### src/rtl/shader_pkg.sv
// Shared encodings and default widths for the shader dispatch/pipeline blocks.
package shader_pkg;

    localparam int unsigned DEF_PC_W   = 8;
    localparam int unsigned DEF_GRP_W  = 8;
    localparam int unsigned DEF_WDOG_W = 16;

    localparam logic [2:0] S_IDLE  = 3'd0;
    localparam logic [2:0] S_ISSUE = 3'd1;
    localparam logic [2:0] S_RUN   = 3'd2;
    localparam logic [2:0] S_DONE  = 3'd3;
    localparam logic [2:0] S_ERROR = 3'd4;

    typedef enum logic [2:0] {
        ST_IDLE  = S_IDLE,
        ST_ISSUE = S_ISSUE,
        ST_RUN   = S_RUN,
        ST_DONE  = S_DONE,
        ST_ERROR = S_ERROR
    } dispatch_state_t;

endpackage

### src/rtl/shader_wdog.sv
// Watchdog: clearable, enabled up-counter flagging the cycle that reaches the limit.
module shader_wdog
    import shader_pkg::*;
#(
    parameter int unsigned         WDOG_W     = DEF_WDOG_W,
    parameter logic [WDOG_W-1:0]   WDOG_LIMIT = WDOG_W'(1000)
) (
    input  logic clk,
    input  logic rst,
    input  logic clr,
    input  logic en,
    output logic tc_c
);

    logic [WDOG_W-1:0] cnt;

    // Counter clears on clr, counts while enabled, saturates at the limit.
    always_ff @(posedge clk or posedge rst) begin
        if (rst) begin
            cnt <= '0;
        end else if (clr) begin
            cnt <= '0;
        end else if (en && (cnt != WDOG_LIMIT)) begin
            cnt <= cnt + WDOG_W'(1);
        end
    end

    // High in the enabled cycle whose increment brings the count to the limit.
    assign tc_c = en && (cnt == (WDOG_LIMIT - WDOG_W'(1)));

endmodule

### src/rtl/shader_dispatch_ctrl.sv
// Kernel launch sequencer: issues one pipeline start per thread group,
// waits for halt, and recovers from hung (watchdog) or aborted kernels.
module shader_dispatch_ctrl
    import shader_pkg::*;
#(
    parameter int unsigned       PC_W       = DEF_PC_W,
    parameter int unsigned       GRP_W      = DEF_GRP_W,
    parameter int unsigned       WDOG_W     = DEF_WDOG_W,
    parameter logic [WDOG_W-1:0] WDOG_LIMIT = WDOG_W'(1000)
) (
    input  logic             clk,
    input  logic             rst,
    input  logic             launch_valid,
    output logic             launch_ready,
    input  logic [PC_W-1:0]  launch_pc,
    input  logic [GRP_W-1:0] launch_groups,
    input  logic             abort,
    input  logic             err_clear,
    output logic             pipe_start,
    output logic [PC_W-1:0]  pipe_pc,
    output logic [GRP_W-1:0] pipe_group,
    input  logic             pipe_halt,
    output logic             pipe_flush,
    output logic             busy,
    output logic             done,
    output logic             err,
    output logic [GRP_W-1:0] groups_done
);

    dispatch_state_t state, next_state;

    logic [PC_W-1:0]  pc_q, pc_d;
    logic [GRP_W-1:0] groups_q, groups_d;
    logic [GRP_W-1:0] idx_q, idx_d;
    logic [GRP_W-1:0] gdone_d;
    logic             flush_d;
    logic             wdog_clr, wdog_en, wdog_tc_c;

    shader_wdog #(
        .WDOG_W     (WDOG_W),
        .WDOG_LIMIT (WDOG_LIMIT)
    ) u_wdog (
        .clk  (clk),
        .rst  (rst),
        .clr  (wdog_clr),
        .en   (wdog_en),
        .tc_c (wdog_tc_c)
    );

    // State register.
    always_ff @(posedge clk or posedge rst) begin
        if (rst) begin
            state <= ST_IDLE;
        end else begin
            state <= next_state;
        end
    end

    // Next-state and datapath-update decode; abort beats halt beats watchdog.
    always_comb begin
        next_state = state;
        pc_d       = pc_q;
        groups_d   = groups_q;
        idx_d      = idx_q;
        gdone_d    = groups_done;
        flush_d    = 1'b0;
        wdog_clr   = 1'b0;
        wdog_en    = 1'b0;
        unique case (state)
            ST_IDLE: begin
                if (launch_valid) begin
                    pc_d       = launch_pc;
                    groups_d   = launch_groups;
                    idx_d      = '0;
                    gdone_d    = '0;
                    next_state = (launch_groups != '0) ? ST_ISSUE : ST_DONE;
                end
            end
            ST_ISSUE: begin
                wdog_clr = 1'b1;
                if (abort) begin
                    flush_d    = 1'b1;
                    next_state = ST_IDLE;
                end else begin
                    next_state = ST_RUN;
                end
            end
            ST_RUN: begin
                wdog_en = 1'b1;
                if (abort) begin
                    flush_d    = 1'b1;
                    next_state = ST_IDLE;
                end else if (pipe_halt) begin
                    gdone_d = groups_done + GRP_W'(1);
                    if (idx_q == (groups_q - GRP_W'(1))) begin
                        next_state = ST_DONE;
                    end else begin
                        idx_d      = idx_q + GRP_W'(1);
                        next_state = ST_ISSUE;
                    end
                end else if (wdog_tc_c) begin
                    flush_d    = 1'b1;
                    next_state = ST_ERROR;
                end
            end
            ST_DONE: begin
                next_state = ST_IDLE;
            end
            ST_ERROR: begin
                if (err_clear) begin
                    next_state = ST_IDLE;
                end
            end
            default: begin
                next_state = ST_IDLE;
            end
        endcase
    end

    // Latches, counters and registered outputs decoded from the next state.
    always_ff @(posedge clk or posedge rst) begin
        if (rst) begin
            pc_q         <= '0;
            groups_q     <= '0;
            idx_q        <= '0;
            groups_done  <= '0;
            pipe_pc      <= '0;
            pipe_group   <= '0;
            pipe_start   <= 1'b0;
            pipe_flush   <= 1'b0;
            done         <= 1'b0;
            err          <= 1'b0;
            busy         <= 1'b0;
            launch_ready <= 1'b1;
        end else begin
            pc_q         <= pc_d;
            groups_q     <= groups_d;
            idx_q        <= idx_d;
            groups_done  <= gdone_d;
            pipe_start   <= (next_state == ST_ISSUE);
            pipe_flush   <= flush_d;
            done         <= (next_state == ST_DONE);
            err          <= (next_state == ST_ERROR);
            busy         <= (next_state == ST_ISSUE) || (next_state == ST_RUN);
            launch_ready <= (next_state == ST_IDLE);
            if (next_state == ST_ISSUE) begin
                pipe_pc    <= pc_d;
                pipe_group <= idx_d;
            end
        end
    end

endmodule

### config.mk
export PLATFORM = sky130hd
export DESIGN_NAME = shader_dispatch_ctrl
export DESIGN_NICKNAME = d
export VERILOG_FILES = /design/src/rtl/shader_pkg.sv /design/src/rtl/shader_wdog.sv /design/src/rtl/shader_dispatch_ctrl.sv
export SDC_FILE = /design/constraint.sdc
export NUM_CORES = 1
export LEC_CHECK = 0
export ABC_AREA = 1
export ABC_CLOCK_PERIOD_IN_PS = 2500
export CAP_MARGIN = 20
export CORE_MARGIN = 2
export CORE_UTILIZATION = 30
export CTS_CLUSTER_SIZE = 25
export DETAILED_ROUTE_END_ITERATION = 7
export PLACE_DENSITY = 0.59
export SYNTH_ARGS = -nofsm -noshare
export SYNTH_HDL_FRONTEND = slang
export SYNTH_HIERARCHICAL = 1
export SYNTH_SLANG_ARGS = --single-unit
### constraint.sdc
create_clock -name clk -period 2.5 [get_ports clk]
set_clock_uncertainty 0.2 [all_clocks]
set_input_delay 0.375 -clock clk [delete_from_list [all_inputs] [get_ports clk]]
set_output_delay 0.375 -clock clk [all_outputs]
set_load 0.05 [all_outputs]
==> results.py <==
metrics = {
    "run_status": {
        "outcome": "finished clean",
    },
    "drt": {
        "vias": 3519,
        "drcViolationCount": 0,
        "drtPass1Iterations": 4,
        "first_iter_violations": 173,
        "via_per_inst": 4.57,
        "wirelength_um": 9710,
        "drtAntennaViolNets": 0,
        "wire_per_inst_um": 12.6,
    },
    "timing": {
        "hold_viol": 0,
        "fmax_mhz": 436,
        "layout_min_cycle_time_ps": 2300,
        "relSlewSlack": 0.575,
        "setup_violations": 0,
        "rsz0062_at_grt": "false",
        "final_max_slew_viol_count": 0,
        "worst_slew_pin_slew_ps": 637,
        "tns_ps": 0,
        "post-route-period-util": 0.918,
    },
    "grt": {
        "grt_util_all_layers": 0.151,
        "grt_pass1_vias": 3591,
        "antenna_found_initial": 0,
        "grt.overflow.total": 0,
        "grt_max_degree": 38,
        "grt_pass1_wl_um": 17100,
    },
    "pwr": {
        "power.internal_mw": 2.66,
        "p_per_area_nw_per_um2": 809,
        "power_frac_clock": 0.337,
        "p_switching_mw": 1.43,
        "combPwrFrac": 0.296,
        "p_leak_nw": 2.43,
        "irDropWorstVdd_v": 0.000249,
        "sequentialPowerShare": 0.367,
        "switching_share": 0.349,
    },
    "critical_path": {
        "start_kind": "register",
        "cp.arrival_ps": 2310,
        "cpPeakStageDelay_ps": 410,
        "critPathMaxFanout": 10,
        "ff2ff_setup_slack_ps": 200,
        "crit_path_top_delay_cell": "dfrtp_1",
        "reg2reg_to": "pipe_group[1]",
        "crit_buf_inv": 2,
        "worstReg2RegStart": "groups_q[0]",
        "crit_type": "register to register",
        "rr_worst_depth": 16,
        "cpMostUsedCell": "nand2_1",
        "cp_top_family": "simple AND/OR/NAND/NOR gates",
        "crit_required_ps": 2520,
        "critPathCaptureType": "register",
        "crit_path_cell_trace": "inv_2, ha_4, nand2_1, nor2_1, nand2_1, nand2_1, nand3_1, nor2_2, nand3_4, nand2_1, nand2_2, nand2_4, nor2_8, buf_12, nand2_1, nand2_1",
    },
    "logic_synthesis": {
        "yosysUniqueCellTypes": 33,
        "synth_flop_cell": "dfrtp_1",
        "syn_nets": 552,
        "yosysWarnings": 6,
        "post_synth.cell_area_avg_um2": 7.44,
        "syn_area_um2": 3900,
        "ys_ff_latch": 73,
        "synthCells": 525,
        "synth-edff-count": 0,
        "async_flop_share": 1.00,
        "ys_seq_area_frac": 0.468,
    },
    "clocking": {
        "clock_latency_ps": 330,
        "root_buffer": "clkbuf_16",
        "cts_tree": "yes",
        "cts_made_buffers": 9,
        "cts_buffer_depth": 2,
        "cts.sinks": 73,
        "htree_levels": 3,
        "cts_hold_buffers": 0,
        "clkTransAtPathRegs_ps": 60,
    },
    "floorplan": {
        "std_cell_rows": 41,
        "dieArea_um2": 13900,
        "die_y_um": 118,
        "start_util": 0.308,
        "io_pins": 52,
        "core_area_um2": 12700,
        "die_w_um": 118,
    },
    "finish": {
        "nets": 620,
        "final_core_util": 0.399,
        "diodes": 0,
        "syn_to_final_growth_pct": 29.4,
        "drive_above_1_share": 0.0886,
    },
    "job": {
        "maxCapViolCount": 0,
    },
    "min_path": {
        "hp-class": "input port to async pin",
    },
    "place": {
        "dp_hpwl_um": 7200,
        "gp_congestion": 0.861,
        "portBuffers": 51,
    },
}
==> power by group through the flow <==
stage	Combinational [mW]	Clock, mW	Sequential [mW]
detailed placement	1.18	0	1.52
CTS	1.18	1.42	1.50
finish	1.21	1.38	1.50
global placement	1.16	0	1.52
floorplan	0.529	0	1.78
global route	1.33	1.47	1.52
==> metrics by stage <==
stage               area, µm²  instances  worst slack, ps  hold slack [ps]  power [mW]
floorplan                3910        525              284             88.7        2.31
finish                   5050        770              205              256        4.09
global route             5050        770            0.173              296        4.32
global placement         4680        751              109              264        2.68
detailed placement       4680        751             66.3              265        2.69
CTS                      4990        767             53.3              267        4.10
==> how the worst max path moves through the flow <==
stage	startpoint	slack, ps	cells past startpoint	to
after floorplan	state[0]	280	13	pipe_group[0]
after global placement	groups_q[0]	110	15	pipe_group[4]
after detailed placement	groups_q[0]	70	15	pipe_pc[5]
after CTS	groups_q[0]	50	15	pipe_group[7]
after global routing	u_wdog/cnt[0]	0.2	12	pipe_group[7]
final	groups_q[0]	200	16	pipe_group[1]
==> cell usage in the layout, fill, tap and decap left out, types with 2 or more instances in the layout <==
cell,netlist,final
nor2_1,55,54
clkdlybuf4s50_1,0,51
nor3_1,13,13
nor2_2,3,4
nand3_1,29,29
o21ai_0,16,16
and2_1,2,2
bufinv_16,0,2
dfrtp_1,72,72
a21oi_1,11,11
nand2_1,199,199
buf_4,2,15
nand2_4,2,2
o22ai_1,2,2
xnor2_1,5,5
ha_1,5,4
inv_1,48,46
nand2_2,5,5
o21bai_1,4,4
clkbuf_16,0,9
xor2_1,6,6
and3_1,5,5
inv_2,3,5
buf_12,0,2
nand4_1,20,20
==> cell families (layout without fill, tap and decap cells) <==
kind of cell	after synthesis	in the layout	share of synthesized area
DFF	73	73	0.468
and+or+nand+nor	337	337	0.371
adders and majority gates	5	5	0.0160
AOI/OAI and AO/OA	36	36	0.0509
xor gates and xnor gates	11	11	0.0247
buffers and inverters	63	136	0.0692
==> final cells by class <==
type,count,area [µm²]
clock buffers,10,229
clock inverters,6,90.1
fillers,1303,7620
inverters,52,198
multi-input cells,389,1830
flip-flops and latches,73,1830
well taps,172,215
repair buffers,68,663
==> metal layers <==
| metal | vias up | track usage | routed length [µm] |
|---|---|---|---|
| met5 | - | 0 | 0 |
| met4 | 0 | 0.0489 | 170 |
| met3 | 15 | 0.0397 | 365 |
| met2 | 56 | 0.261 | 4830 |
| met1 | 1640 | 0.181 | 4340 |
| li1 | 1808 | - | - |
==> synthesized netlist by cell type, types with 3 or more instances <==
library cell | instances | share of area
ha_1 | 5 | 0.016
inv_1 | 48 | 0.046
dfrtp_1 | 72 | 0.46
inv_2 | 3 | 0.0029
nand2_2 | 5 | 0.0080
nand2_1 | 199 | 0.19
nand3_1 | 29 | 0.037
o21bai_1 | 4 | 0.0077
buf_6 | 3 | 0.0087
a21oi_1 | 11 | 0.014
clkbuf_1 | 5 | 0.0048
nor2_1 | 55 | 0.053
nand4_1 | 20 | 0.032
nor3_1 | 13 | 0.017
and3_1 | 5 | 0.0080
o21ai_0 | 16 | 0.021
nor2_2 | 3 | 0.0048
xnor2_1 | 5 | 0.011
xor2_1 | 6 | 0.013
==> worst register-to-register path, stage by stage, from the launching register on <==
cell	delay, ps
dfrtp_1	410
inv_2	130
ha_4	170
nand2_1	70
nor2_1	80
nand2_1	60
nand2_1	50
nand3_1	80
nor2_2	170
nand3_4	130
nand2_1	100
nand2_2	70
nand2_4	110
nor2_8	70
buf_12	140
nand2_1	80
nand2_1	60
==> state kept, by name (all words and copies together) (netlist names), 3 cells and up <==
signal / count
groups_done: 8
pc_q: 8
u_wdog/cnt: 16
pipe_pc: 8
idx_q: 8
groups_q: 8
state: 3
pipe_group: 8
==> repair_timing <==
item / in CTS / in global routing
resized for setup: 0 / 5
setup endpoints to repair: 0 / 16
setup buffers: 0 / 3
Note: power is estimated with default switching activity, not from simulation.
